--- config.mk ---
export PLATFORM = sky130hd
export DESIGN_NAME = div16_8_seq
export DESIGN_NICKNAME = d
export VERILOG_FILES = /design/src/rtl/div16_8_seq_pkg.sv /design/src/rtl/div16_8_seq_div_step.sv /design/src/rtl/div16_8_seq.sv
export SDC_FILE = /design/constraint.sdc
export NUM_CORES = 1
export LEC_CHECK = 0
export CAP_MARGIN = 30
export CORE_ASPECT_RATIO = 1.2
export CORE_MARGIN = 3
export CORE_UTILIZATION = 24
export DETAILED_ROUTE_END_ITERATION = 8
export MAX_ROUTING_LAYER = met4
export SKIP_LAST_GASP = 1
export SLEW_MARGIN = 40
export SYNTH_ARGS = -nofsm -noshare
export SYNTH_HDL_FRONTEND = slang
export SYNTH_HIERARCHICAL = 1
export SYNTH_SLANG_ARGS = --single-unit
--- constraint.sdc ---
create_clock -name clk -period 6.7 [get_ports clk]
set_clock_uncertainty 0.05 [all_clocks]
set_input_delay 0.67 -clock clk [delete_from_list [all_inputs] [get_ports clk]]
set_output_delay 0.67 -clock clk [all_outputs]
set_load 0.02 [all_outputs]
--- src/rtl/div16_8_seq_pkg.sv ---
// -----------------------------------------------------------------------------
// div16_8_seq_pkg
//   Shared definitions for the sequential 2N/N restoring divider:
//   - DIV_N        : default divisor / quotient / remainder width
//   - state_e      : controller states (IDLE, CALC, DONE)
//   - ST_OK/DIV0/OVF : result status codes driven on the status port
// -----------------------------------------------------------------------------
package div16_8_seq_pkg;

    localparam int DIV_N = 8;

    typedef enum logic [1:0] {
        S_IDLE = 2'b00,
        S_CALC = 2'b01,
        S_DONE = 2'b10
    } state_e;

    localparam logic [1:0] ST_OK   = 2'b00;  // quotient/remainder are exact
    localparam logic [1:0] ST_DIV0 = 2'b01;  // divisor was zero
    localparam logic [1:0] ST_OVF  = 2'b10;  // quotient would not fit in N bits

endpackage : div16_8_seq_pkg

--- src/rtl/div16_8_seq_div_step.sv ---
// -----------------------------------------------------------------------------
// div_step
//   One restoring-division iteration, purely combinational.
//   The partial remainder is shifted left with the next dividend bit appended
//   (N+1 bits) and the divisor is trial-subtracted. A non-negative trial keeps
//   the difference and yields quotient bit 1; otherwise the shifted value is
//   kept and the quotient bit is 0.
//
//   Ports
//     rem_i     [N-1:0]  partial remainder entering the step (always < divisor)
//     bit_i              next dividend bit, MSB first
//     divisor_i [N-1:0]  divisor (non-zero while iterating)
//     rem_o     [N-1:0]  partial remainder leaving the step
//     qbit_o             quotient bit produced by this step
// -----------------------------------------------------------------------------
module div_step
    import div16_8_seq_pkg::*;
#(
    parameter int N = DIV_N
) (
    input  logic [N-1:0] rem_i,
    input  logic         bit_i,
    input  logic [N-1:0] divisor_i,
    output logic [N-1:0] rem_o,
    output logic         qbit_o
);

    logic [N:0] trial;
    logic       ge;

    assign trial  = {rem_i, bit_i};
    assign ge     = (trial >= {1'b0, divisor_i});
    assign qbit_o = ge;
    // rem_i < divisor keeps both candidates below 2^N, so dropping the top
    // bit loses nothing.
    assign rem_o  = N'(ge ? (trial - {1'b0, divisor_i}) : trial);

endmodule : div_step

--- src/rtl/div16_8_seq.sv ---
// -----------------------------------------------------------------------------
// div16_8_seq
//   Sequential unsigned divider: 2N-bit dividend by N-bit divisor, one
//   quotient bit per clock (restoring algorithm, MSB first). Valid/ready
//   handshake on both the operand and the result side.
//
//   Ports
//     clk        in        rising-edge clock
//     rst_n      in        asynchronous active-low reset
//     in_valid   in        operand pair presented
//     in_ready   out       block can accept operands (IDLE only)
//     dividend   in  2N    unsigned dividend
//     divisor    in  N     unsigned divisor
//     out_valid  out       result presented (DONE only)
//     out_ready  in        consumer accepts result
//     quotient   out N     unsigned quotient
//     remainder  out N     unsigned remainder
//     status     out 2     00 ok, 01 divide-by-zero, 10 overflow
//
//   Timing
//     Error cases (divide-by-zero, overflow) are resolved on the accept edge
//     and show up in the following cycle. Valid operands spend exactly N
//     cycles in CALC, so out_valid rises N edges after the accept edge.
//     Results hold in DONE until the handoff edge, which returns to IDLE;
//     in_ready is therefore never high on the handoff edge itself.
// -----------------------------------------------------------------------------
module div16_8_seq
    import div16_8_seq_pkg::*;
#(
    parameter int N = DIV_N
) (
    input  logic           clk,
    input  logic           rst_n,
    input  logic           in_valid,
    output logic           in_ready,
    input  logic [2*N-1:0] dividend,
    input  logic [N-1:0]   divisor,
    output logic           out_valid,
    input  logic           out_ready,
    output logic [N-1:0]   quotient,
    output logic [N-1:0]   remainder,
    output logic [1:0]     status
);

    localparam int CW = $clog2(N + 1);

    state_e         state_q;
    logic           in_ready_q;
    logic           out_valid_q;
    logic [CW-1:0]  cnt_q;
    logic [N-1:0]   rem_q;      // partial remainder, final remainder in DONE
    logic [N-1:0]   quo_q;      // quotient bits shifted in LSB-first position
    logic [N-1:0]   dvd_q;      // low dividend half, consumed MSB first
    logic [N-1:0]   dvs_q;      // registered divisor
    logic [1:0]     status_q;

    logic [N-1:0]   rem_d;
    logic           qbit_d;
    logic           last_iter;

    div_step #(.N(N)) u_step (
        .rem_i     (rem_q),
        .bit_i     (dvd_q[N-1]),
        .divisor_i (dvs_q),
        .rem_o     (rem_d),
        .qbit_o    (qbit_d)
    );

    assign last_iter = (cnt_q == CW'(N - 1));

    always_ff @(posedge clk or negedge rst_n) begin
        if (!rst_n) begin
            state_q     <= S_IDLE;
            in_ready_q  <= 1'b1;
            out_valid_q <= 1'b0;
            cnt_q       <= '0;
            rem_q       <= '0;
            quo_q       <= '0;
            dvd_q       <= '0;
            dvs_q       <= '0;
            status_q    <= ST_OK;
        end else begin
            case (state_q)
                S_IDLE: begin
                    if (in_valid) begin
                        dvs_q <= divisor;
                        dvd_q <= dividend[N-1:0];
                        cnt_q <= '0;
                        if (divisor == '0) begin
                            status_q    <= ST_DIV0;
                            quo_q       <= '1;
                            rem_q       <= dividend[N-1:0];
                            state_q     <= S_DONE;
                            in_ready_q  <= 1'b0;
                            out_valid_q <= 1'b1;
                        end else if (dividend[2*N-1:N] >= divisor) begin
                            // High half >= divisor means the quotient needs
                            // more than N bits.
                            status_q    <= ST_OVF;
                            quo_q       <= '1;
                            rem_q       <= dividend[N-1:0];
                            state_q     <= S_DONE;
                            in_ready_q  <= 1'b0;
                            out_valid_q <= 1'b1;
                        end else begin
                            status_q    <= ST_OK;
                            quo_q       <= '0;
                            rem_q       <= dividend[2*N-1:N];
                            state_q     <= S_CALC;
                            in_ready_q  <= 1'b0;
                        end
                    end
                end

                S_CALC: begin
                    rem_q <= rem_d;
                    quo_q <= {quo_q[N-2:0], qbit_d};
                    dvd_q <= dvd_q << 1;
                    if (last_iter) begin
                        cnt_q       <= '0;
                        state_q     <= S_DONE;
                        out_valid_q <= 1'b1;
                    end else begin
                        cnt_q <= cnt_q + 1'b1;
                    end
                end

                S_DONE: begin
                    if (out_ready) begin
                        state_q     <= S_IDLE;
                        out_valid_q <= 1'b0;
                        in_ready_q  <= 1'b1;
                    end
                end

                default: begin
                    state_q     <= S_IDLE;
                    in_ready_q  <= 1'b1;
                    out_valid_q <= 1'b0;
                    cnt_q       <= '0;
                end
            endcase
        end
    end

    assign in_ready  = in_ready_q;
    assign out_valid = out_valid_q;
    assign quotient  = quo_q;
    assign remainder = rem_q;
    assign status    = status_q;

endmodule : div16_8_seq
==> impl_metrics.yaml <==
status:
  status: "finished clean"
sta:
  post-route-period-util: 0.4381
  final-setup-viol-count: 0
  final_max_slew_viol_count: 0
  fmax_ghz: 0.3407
  rsz0062_at_grt: "false"
  finalSetupTns_ps: 0
  worst_pin_slew_ps: 773.7
  finalCriticalPeriod_ps: 2935
  hold_viol: 0
  relSlewSlack: 0.4842
synthesis:
  yosysSeqAreaShare: 0.3903
  synth_seq_cells: 42
  synth_area_um2: 2696
  synthArstFlopShare: 1.000
  ys.flop_type: "dfrtp_1"
  synthCells: 311
  syn_nets: 357
  syn_area_per_cell_um2: 8.670
  ys_types: 49
  yosysWarnings: 6
  synth_edf_count: 0
global_route:
  overflow: 0
  grt_pass1_vias: 2412
  track_usage: 0.1215
  grt_pass1_wl_um: 11850
  grt_antenna_before_repair: 0
  grt_max_degree: 43
final_layout:
  nFillCells: 1095
  nets: 398
  final_layout_size_suffix_gt1_frac: 0.07932
  antennaDiodeCount: 0
  final_common_cell: "clkdlybuf4s50_1"
  final_cell_mix: "clkdlybuf4s50_1, nand2_1, o21ai_0"
  synthToLayoutAreaGrowth_pct: 27.61
  final_util: 0.3209
worst_setup_path:
  crit_type: "in2reg"
  critPathLaunch: "divisor[7]"
  critPathMaxFanout: 12
  r2r-start: "remainder[2]"
  cpMaxStageDelayCell: "clkdlybuf4s50_1"
  max_stage_delay_ps: 470
  cpLargestDelayFamily: "compound AO/OA/AOI/OAI gates"
  reg2reg_depth: 8
  crit_required_ps: 6820
  cp.arrival_ps: 3050
  cp.buffers_inverters: 2
  cp-end-kind: "flop"
  worstSetupStartpointType: "primary input"
  critical_path_depth: 8
  cp_cell_sequence: "clkdlybuf4s50_1 -> inv_1 -> ha_1 -> a41o_1 -> a21oi_4 -> nand2_1 -> or3_1 -> a32o_1"
die:
  core_area_um2: 10720
  die_y_um: 122.1
  die_x_um: 102.8
  row_count: 41
  io_pins: 48
  start_util: 0.2515
  die-area_um2: 12550
clock_tree:
  cts.sinks: 42
  cts_buffers: 5
  htreeDepth: 2
  clockBufferDepth: 2
  post_cts_buffers: 0
  cts.root.buffer_cell: "clkbuf_16"
  cts_hold_buf: 0
  insertion_delay_ps: 280
  cts_tree: "built"
  cts.clk_slew.worst_paths_ps: 60
  cts_resized: 0
power:
  irDropWorstVdd_v: 0.0002162
  power_density_nw_per_um2: 520.4
  p_leak_nw: 1.469
drt:
  viasPerCell: 5.089
  wl_um: 7252
  final_antenna_net_count: 0
  wire_per_inst_um: 15.05
  via_count: 2453
  route.detailed.drc: 0
  firstDrtPassIters: 4
  drtIter0Drc: 114
min_path:
  worstHoldPathType: "in2async"
place:
  gp_congestion: 0.8144
  port_buffers: 47
  hpwl_um: 5451
run:
  drv_cap: 0
## cell type report
cell class	count	area [um^2]	area share
sequential	42	1052	0.3058
timing repair buffer	50	490.5	0.1425
tap	129	161.4	0.04691
clock buffer	8	166.4	0.04836
inverter	23	86.33	0.02509
multi-input combinational	230	1484	0.4313
## final timing paths
kind | to | slack (ps)
max | out_valid | 3760
min | cnt_q[0] | 320
max reg2reg | remainder[5] | 4210
min reg2reg | in_ready | 430
max in group asynchronous | dvs_q[1] | 5890
min in group clk | in_ready | 430
## cells in the mapped netlist (3+ instances only)
master / count / share of area
o21ai_0: 42 / 0.078
a21oi_1: 22 / 0.041
inv_1: 23 / 0.032
and3_1: 3 / 0.0070
o21a_1: 8 / 0.022
nor3_1: 3 / 0.0056
nand3_1: 10 / 0.019
o22ai_1: 8 / 0.019
nor2b_1: 6 / 0.014
ha_1: 17 / 0.079
buf_2: 7 / 0.013
nor4_1: 3 / 0.0070
dfrtp_1: 41 / 0.38
a31oi_1: 9 / 0.021
a21o_1: 4 / 0.011
nand2_1: 42 / 0.058
mux2_2: 6 / 0.025
clkbuf_1: 7 / 0.0097
nand2b_1: 3 / 0.0070
nor2_1: 12 / 0.017
## cells by family (layout without fill, tap and decap cells)
group,count (synthesis),count (layout),share of synthesized area
AOI/OAI and AO/OA,112,112,0.2640
and+or+nand+nor,89,89,0.1568
DFF,42,42,0.3903
buffers and inverters,39,81,0.06032
adders and majority gates,18,18,0.08631
muxes,8,8,0.03248
xor gates and xnor gates,3,3,0.009747
## state kept, by name, summed over array words and instances (netlist names)
name	cells
cnt_q	4
in_ready	1
dvs_q	8
remainder	8
out_valid	1
state_q	2
status	2
dvd_q	8
quotient	8
## per-stage QoR
step           hold slack [ps]  instances  setup WS [ps]  power, mW  cell area [um^2]
2_1_floorplan            324.4        311           4376      1.225              2696
6_report                 324.0        482           3765      1.791              3441
3_3_place_gp             413.5        474           3575      1.509              3269
4_1_cts                  348.7        482           3764      1.802              3441
3_5_place_dp             420.1        474           3485      1.530              3274
5_1_grt                  369.7        482           3668      1.939              3441
## report_power, final
group | leakage [nW] | switching, mW | internal [mW]
combinational | 0.874 | 0.560 | 0.485
clock | 0.0832 | 0.0929 | 0.169
sequential | 0.512 | 0.108 | 0.376
## routing by layer
metal	track usage	wire [um]	vias to the layer above
li1	-	-	1191
met1	0.1481	3160	1206
met2	0.2056	3780	48
met3	0.01947	225	8
met4	0.03644	87	0
met5	-	0	-
Power figures use the tool's default switching activity.
